<file path="src/rtl/truth_table_checker_settle.sv">
// rtl/truth_table_checker_settle.sv - settle-time counter with clear and terminal-count flag
module tt_settle_counter #(
  parameter int SETTLE = 1
) (
  input  logic clk,
  input  logic rst,
  input  logic clear_i,
  input  logic en_i,
  output logic terminal_o
);
  localparam logic [3:0] LAST = 4'(SETTLE - 1);

  logic [3:0] cnt_q, cnt_d;

  always_comb begin
    cnt_d = cnt_q;
    if (clear_i) begin
      cnt_d = '0;
    end else if (en_i) begin
      cnt_d = cnt_q + 4'd1;
    end
  end

  always_ff @(posedge clk or posedge rst) begin
    if (rst) begin
      cnt_q <= '0;
    end else begin
      cnt_q <= cnt_d;
    end
  end

  assign terminal_o = (cnt_q == LAST);
endmodule

</file>
<file path="config.mk">
export PLATFORM = sky130hd
export DESIGN_NAME = tt_settle_counter
export DESIGN_NICKNAME = d
export VERILOG_FILES = /design/src/rtl/truth_table_checker_settle.sv
export SDC_FILE = /design/constraint.sdc
export NUM_CORES = 1
export LEC_CHECK = 0
export ABC_AREA = 1
export CAP_MARGIN = 25
export CORE_AREA = 3 3 40 42
export DETAILED_ROUTE_END_ITERATION = 16
export DIE_AREA = 0 0 43 45
export SYNTH_ARGS = -nofsm -noshare
export SYNTH_HDL_FRONTEND = slang
export SYNTH_SLANG_ARGS = --single-unit
</file>
<file path="constraint.sdc">
create_clock -name clk -period 1.2 [get_ports clk]
set_input_delay 0.24 -clock clk [delete_from_list [all_inputs] [get_ports clk]]
set_output_delay 0.24 -clock clk [all_outputs]
set_load 0.02 [all_outputs]
</file>
[Word level (Yosys, flattened, before mapping)]
Cells that the tools add are included.
Storage, ports and cells
  memories: 0
  flip-flop bits (word level): 4
  bits in latches: 0
  word-level logic and storage cells: 6
  input bits: 4
  memory bits (read-only): 0
  bits in writable memories: 0
Operators by class
  $lt $le $gt $ge: 0
  $mul: 0
  shift-type cells: 0
  muxes and demuxes: 2
  reduce and logical (&&, ||, !) cells: 2
  bitwise operators: 0
  $add $sub $neg: 1
  divide/modulo/power cells: 0
  eq/ne operators: 0
Operators with widths (count)
  $mux 4: 2
  $add 4x1->4 const B: 1
  $logic_not 4->1: 1
  $reduce_bool 2->1: 1

[Depth between registers and ports, before layout]
Gate-level depths: netlist (run 1).
  depth in word-level cells: 3
  depth in mapped cells: 5
  gate-level depth less buffers: 5

[Worst setup path after synthesis (run 1)]
No wires, ideal clock.
  kind: register to output
  start point: reg cnt_q[0]
  end point: out terminal_o
  arrival time: 924 ps
  slack: 36 ps
  cell stages (with the launch flop): 5
  path buffers: 0
  path through: dfrtp_1 -> inv_2 -> ha_1 -> nand2_1 -> nor2_1
On the way
  cells in the longest elaborated chain, start to end: 1
Ends and longest elaborated chain
  start: declaration: line 13  | logic [3:0] cnt_q, cnt_d;
  start signal: assignment: line 28  | cnt_q <= cnt_d;
  $logic_not 4->1: line 32  | assign terminal_o = (cnt_q == LAST);
  end: declaration: line 9  | output logic terminal_o
Every way passes these cells.

[Final worst setup path (run 1)]
Same ends and word-level chain as after synthesis.

==> run_results.csv, run 1 <==
group,metric,value,unit
floorplan,ioPinCount,5,
cts,clk_path_buf_depth,2,
cells_and_area,fin_util,31.1,%
floorplan,die_y,45,um
cts,numCtsBuffers,3,
power,leakage,0.191,nW
yosys,synth-simple-area-share,27.6,%
setup_path,rr_worst_depth,6,
yosys,seq_area_frac_synth,43.2,%
sta,fin_skew,2.27,ps
global_route,grt_usage,5.69,%
cts,cts_root_buffer,"clkbuf_4",
setup_path,critical_path.top_delay_family,"flip-flops",
hold_path,holdCritPathClass,"in -> async",
cells_and_area,stdcell_count,59,
yosys,synthMuxAreaShare,0,%
sta,whs,189,ps
setup_path,crit_path_top_delay_cell,"dfrtp_1",
global_route,grt_pass1_vias,221,
global_route,grt_max_degree,5,
sta,final_hold_viol_count,0,
placed_design,place_inst,55,
placed_design,hpwl,368,um
sta,worst_slew_pin_slew,166,ps
floorplan,die-area,1940,um2
sta,slew_headroom,89.0,%
cells_and_area,register_area,100,um2
drt,viasPerCell,3.83,
yosys,yosys.area_share.adder,10.8,%
outcome,status,"complete, but fails checks",
global_route,grt_overflow_total,0,
setup_path,worst_ep_required_time,960,ps
setup_path,start_kind,"flop",
placed_design,portBuffers,4,
setup_path,worst_ep_arrival_time,1050,ps
cells_and_area,reg.largest.list,"cnt_q x4",
setup_path,crit_buf_inv,2,
floorplan,die_w,43,um
global_route,antenna_found_initial,0,
floorplan,start_util,18.0,%
sta,finalMaxSlewViolations,0,
floorplan,num_rows,13,
yosys,synth_cell_types,12,
cells_and_area,diodes,0,
yosys,yosys.area.top_type,"dfrtp_1",
outcome,violations,"setup timing",
yosys,synth_xor_area_share,0,%
yosys,synth.most_common_cell,"nand2_1",
yosys,syn_area_per_cell,7.98,um2
drt,routedWlPerCell,7.73,um
cells_and_area,fin_nets,52,
yosys,synth-async-reset-ratio,100,%
yosys,synth.net_count,35,
yosys,synth_commonest_cells,"nand2_1, dfrtp_1, inv_1",
setup_path,worstSetupEndpointType,"output pin",
setup_path,worstPathCellList,"inv_2 > ha_4 > nand2_2 > nor2_4 > buf_6",
drt,drtIter0Drc,5,
drt,totalWireLength,456,um
sta,max_freq,0.774,GHz
setup_path,regToRegSetupSlack,60,ps
yosys,syn_area,231,um2
setup_path,worst-setup-path-type,"reg -> out",
yosys,synth_ff_type,"dfrtp_1",
cells_and_area,drive_above_1_share,47.7,%
cts,clock_sinks,4,
global_route,grt_pass1_wl,745,um
drt,ant_nets,0,
yosys,synth_cells,29,
yosys,synth.top_cell.area_share,43.2,%
drt,route.detailed.drc,0,
setup_path,path_depth,5,
cells_and_area,top_register,"cnt_q",
placed_design,post-place-ws,-358,ps
cts,clk_latency,230,ps
power,p_per_area,1810,nW/um2
power,irDropWorstVdd,0.720,mV
setup_path,worstReg2RegStart,"cnt_q[0]$_DFFE_PP0P_",
yosys,synth_compound_area_share,8.65,%
yosys,synth_top_family_by_area,"simple AND/OR/NAND/NOR gates",
cts,clk_pin_slew,30,ps
cells_and_area,multi_input_area,134,um2
drt,vias,226,
yosys,yosysWarnings,0,
setup_path,worstReg2RegEnd,"cnt_q[2]$_DFFE_PP0P_",
sta,setup_viol_count_final,1,
sta,worst_slack,-91.3,ps
sta,timing.final.crit_share,108,%
yosys,synth_area_leaders,"dfrtp_1, ha_1, nand2_1",
cells_and_area,largest_reg_flops,4,
yosys,synth-edff-count,0,
drt,first_pass_iters,4,
placed_design,globalplace.congestion,0.711,
floorplan,core_area,1280,um2
setup_path,critPathMaxFanout,2,
job,cap_violations,0,
sta,min_period,1290,ps
cells_and_area,fillCellCount,134,
cells_and_area,syn2layout_area_growth,72.4,%
cts,h-tree-depth,1,
sta,rsz0062_at_grt,"true",
setup_path,slowest_delay,380,ps
yosys,yosys_register_bits,4,
cts,cts_tree,"yes",
[repair_timing]
item                                    in CTS  in global routing
pin swaps                                    3                  1
endpoints found under the setup margin       1                  2
hold buffers                                 0                  0
setup buffers                                1                  0
gates resized for setup                      8                  5
[cells in the final DEF, fill, tap and decap left out, drive strengths merged]
cell type	n
nand3	2
inv	5
clkinv	1
buf	9
nor2	5
clkbuf	3
o21ai	1
ha	2
nand2	6
clkdlybuf4s50	3
dfrtp	4
a21oi	3
[worst max path at each step]
| stage | startpoint | endpoint | slack [ps] |
|---|---|---|---|
| 3_5_place_dp | cnt_q[0]$_DFFE_PP0P_ | terminal_o | -360 |
| 5_1_grt | cnt_q[1]$_DFFE_PP0P_ | terminal_o | -150 |
| 6_report | cnt_q[0]$_DFFE_PP0P_ | terminal_o | -90 |
| 4_1_cts | cnt_q[0]$_DFFE_PP0P_ | terminal_o | -150 |
| 3_3_place_gp | cnt_q[0]$_DFFE_PP0P_ | terminal_o | -350 |
| 2_1_floorplan | cnt_q[0]$_DFFE_PP0P_ | terminal_o | 40 |
[stage by stage]
stage	area [um2]	total power, W	TNS, ps
3_5_place_dp	343	0.000482	-448
5_1_grt	399	0.000786	-146
4_1_cts	383	0.000696	-151
6_report	399	0.000721	-91.3
3_3_place_gp	343	0.000473	-395
2_1_floorplan	231	0.000318	0
[cell type report]
| type | instances | area share [%] |
|---|---|---|
| tap | 15 | 4.70 |
| inverter | 6 | 5.64 |
| timing repair buffer | 12 | 25.4 |
| multi-input combinational | 19 | 33.5 |
| sequential | 4 | 25.1 |
| clock buffer | 3 | 5.64 |
[per-layer routing]
| layer | GRT usage [%] | wire [um] | vias up |
|---|---|---|---|
| met5 | 0 | 0 | - |
| met4 | 7.23 | 0 | 0 |
| met3 | 1.20 | 23 | 0 |
| met2 | 9.28 | 244 | 5 |
| met1 | 5.37 | 188 | 103 |
| li1 | - | - | 118 |
[power by group]
group | internal, W | switching, W | total, W
combinational | 0.000212 | 0.000171 | 0.000384
sequential | 0.000163 | 0.0000167 | 0.000179
clock | 0.000111 | 0.0000469 | 0.000158
total | 0.000486 | 0.000235 | 0.000721
[cells by family after synthesis]
family	after synthesis
AO/OA/AOI/OAI	4
adder cells (fa/ha/maj)	2
buffers and inverters	6
flip-flops	4
AND/OR/NAND/NOR	13
(Power assumes the default switching activity.)
==> run 2: changes to the inputs <==
--- a/config.mk
+++ b/config.mk
@@ -7,9 +7,9 @@
 export LEC_CHECK = 0
 export ABC_AREA = 1
 export CAP_MARGIN = 25
-export CORE_AREA = 3 3 40 42
+export CORE_AREA = 2 2 39 41
 export DETAILED_ROUTE_END_ITERATION = 16
-export DIE_AREA = 0 0 43 45
+export DIE_AREA = 0 0 41 43
 export SYNTH_ARGS = -nofsm -noshare
 export SYNTH_HDL_FRONTEND = slang
 export SYNTH_SLANG_ARGS = --single-unit
==> run 2 against run 1 <==
Compared with the run above: worst hold slack improved by 2.2 ps; the run still ends with setup timing left; highest routed layer unchanged; design area shrank 6.9%; count of clock-buffer cells in the layout stayed put; cell count fell by 1.7%; clock power hardly changed; maximum frequency decreased by 0.77%.
==> run_results.csv, run 2 (synthesized netlist as in run 1, its figures left out) <==
group,metric,value,unit
outcome,status,"complete, but fails checks",
outcome,violations,"setup timing",
cts,cts_root_buffer,"clkbuf_4",
floorplan,die-area,1760,um2
cells_and_area,top_register,"cnt_q",
power,pwr-share-clk,24.3,%
drt,first_pass_iters,1,
placed_design,globalplace.congestion,0.706,
cts,cts_hold_buf,0,
power,power,0.000650,W
sta,setup_tns,-101,ps
global_route,grt_pass1_wl,752,um
cts,clk_pin_slew,40,ps
global_route,grt_overflow_total,0,
cells_and_area,syn2layout_area_growth,60.5,%
setup_path,start_kind,"flop",
sta,setup_viol_count_final,1,
cells_and_area,fillCellCount,146,
global_route,grt_usage,6.76,%
floorplan,ioPinCount,5,
sta,worst_slew_pin_slew,171,ps
cells_and_area,finalInstanceArea,372,um2
global_route,antenna_found_initial,0,
cells_and_area,most-common-layout-cells,"buf_4, nand2_1, dfrtp_1",
floorplan,start_util,16.7,%
sta,worst_slack,-101,ps
power,power_frac_seq,27.7,%
cts,numCtsBuffers,3,
global_route,grt_max_degree,5,
floorplan,num_rows,14,
job,cap_violations,0,
cts,clock_sinks,4,
setup_path,rr_worst_depth,5,
drt,vias,214,
floorplan,core_area,1380,um2
drt,route.detailed.drc,0,
sta,final_hold_viol_count,0,
cts,clk_latency,230,ps
power,p_sw,0.000209,W
setup_path,worstReg2RegStart,"cnt_q[0]$_DFFE_PP0P_",
drt,ant_nets,0,
sta,rsz0062_at_grt,"true",
cells_and_area,largest_reg_flops,4,
power,leakage,0.180,nW
cells_and_area,fin_nets,50,
hold_path,holdCritPathClass,"in -> async",
cells_and_area,multi_input_area,124,um2
cts,post_cts_buffers,0,
floorplan,die_w,41,um
sta,min_period,1300,ps
drt,routedWlPerCell,7.24,um
placed_design,placed_cell_area,337,um2
setup_path,worst_ep_required_time,960,ps
placed_design,portBuffers,4,
power,swShare,32.2,%
power,p_comb_share,48.0,%
power,irDropWorstVdd,0.661,mV
cells_and_area,reg.largest.list,"cnt_q x4",
setup_path,worstSetupEndpointType,"output pin",
cells_and_area,drive_above_1_share,40.5,%
power,intPower,0.000441,W
sta,max_freq,0.768,GHz
setup_path,worst-setup-path-type,"reg -> out",
sta,slew_headroom,88.6,%
sta,timing.final.crit_share,108,%
power,p_per_area,1750,nW/um2
floorplan,die_y,43,um
global_route,grt_pass1_vias,235,
cts,clk_path_buf_depth,2,
cts,cts_tree,"yes",
setup_path,worst_ep_arrival_time,1060,ps
drt,drtIter0Drc,0,
drt,viasPerCell,3.69,
setup_path,critPathMaxFanout,2,
drt,totalWireLength,420,um
sta,fin_skew,2.03,ps
cells_and_area,mostFrequentLayoutCell,"buf_4",
cts,h-tree-depth,1,
cells_and_area,diodes,0,
placed_design,hpwl,377,um
sta,whs,191,ps
cells_and_area,register_area,100,um2
sta,finalMaxSlewViolations,0,
setup_path,worstReg2RegEnd,"cnt_q[2]$_DFFE_PP0P_",
setup_path,regToRegSetupSlack,150,ps
==> run 2: changes by cell type in the layout (fill, tap and decap cells not counted) <==
cell    delta
nor2_1     +1
ha_1       +1
buf_6      -1
buf_4      -1
nor2_4     -1
ha_2       -1
==> run 2: final cells by class <==
cell class | instances | share of cell area (%)
clock buffer | 3 | 6.06
tap | 16 | 5.39
multi-input combinational | 19 | 33.3
sequential | 4 | 26.9
inverter | 6 | 6.06
timing repair buffer | 10 | 22.2
==> run 2: per-layer routing <==
layer | global-route usage, % | vias up | wire length, um
met4 | 8.00 | 0 | 0
met5 | 0 | - | 0
met2 | 10.0 | 3 | 228
li1 | - | 114 | -
met1 | 6.54 | 97 | 175
met3 | 1.57 | 0 | 15
==> run 2: per-stage QoR <==
| stage | cells | setup slack, ps | util (%) |
|---|---|---|---|
| 3_5_place_dp | 55 | -347 | 24.3 |
| 2_1_floorplan | 29 | 36.0 | - |
| 3_3_place_gp | 55 | -333 | 24.3 |
| 6_report | 58 | -101 | 26.9 |
| 5_1_grt | 58 | -164 | 26.9 |
| 4_1_cts | 58 | -140 | 26.7 |
==> run 2: critical path, stage by stage, from the launching register on <==
cell and delay [ps]:
dfrtp_1 380, inv_2 70, ha_4 120, nand2_2 30, nor2_1 80, buf_4 140
==> run 2: worst max path at each step <==
stage                              start  slack [ps]    endpoint
floorplan           cnt_q[0]$_DFFE_PP0P_          40  terminal_o
global placement    cnt_q[0]$_DFFE_PP0P_        -330  terminal_o
detailed placement  cnt_q[0]$_DFFE_PP0P_        -350  terminal_o
CTS                 cnt_q[1]$_DFFE_PP0P_        -140  terminal_o
global route        cnt_q[1]$_DFFE_PP0P_        -160  terminal_o
finish              cnt_q[1]$_DFFE_PP0P_        -100  terminal_o
==> run 2: power by group through the flow <==
stage          clock [W]  combinational (W)  sequential (W)
5_1_grt         0.000174           0.000357        0.000183
6_report        0.000158           0.000312        0.000180
2_1_floorplan          0           0.000134        0.000184
3_3_place_gp           0           0.000292        0.000178
4_1_cts         0.000169           0.000311        0.000181
3_5_place_dp           0           0.000294        0.000181
==> run 2: repair_timing <==
| item | 4_1_cts | 5_1_grt |
|---|---|---|
| pin swaps | 3 | 1 |
| endpoints found under the setup margin | 1 | 1 |
| gates resized for setup | 8 | 1 |
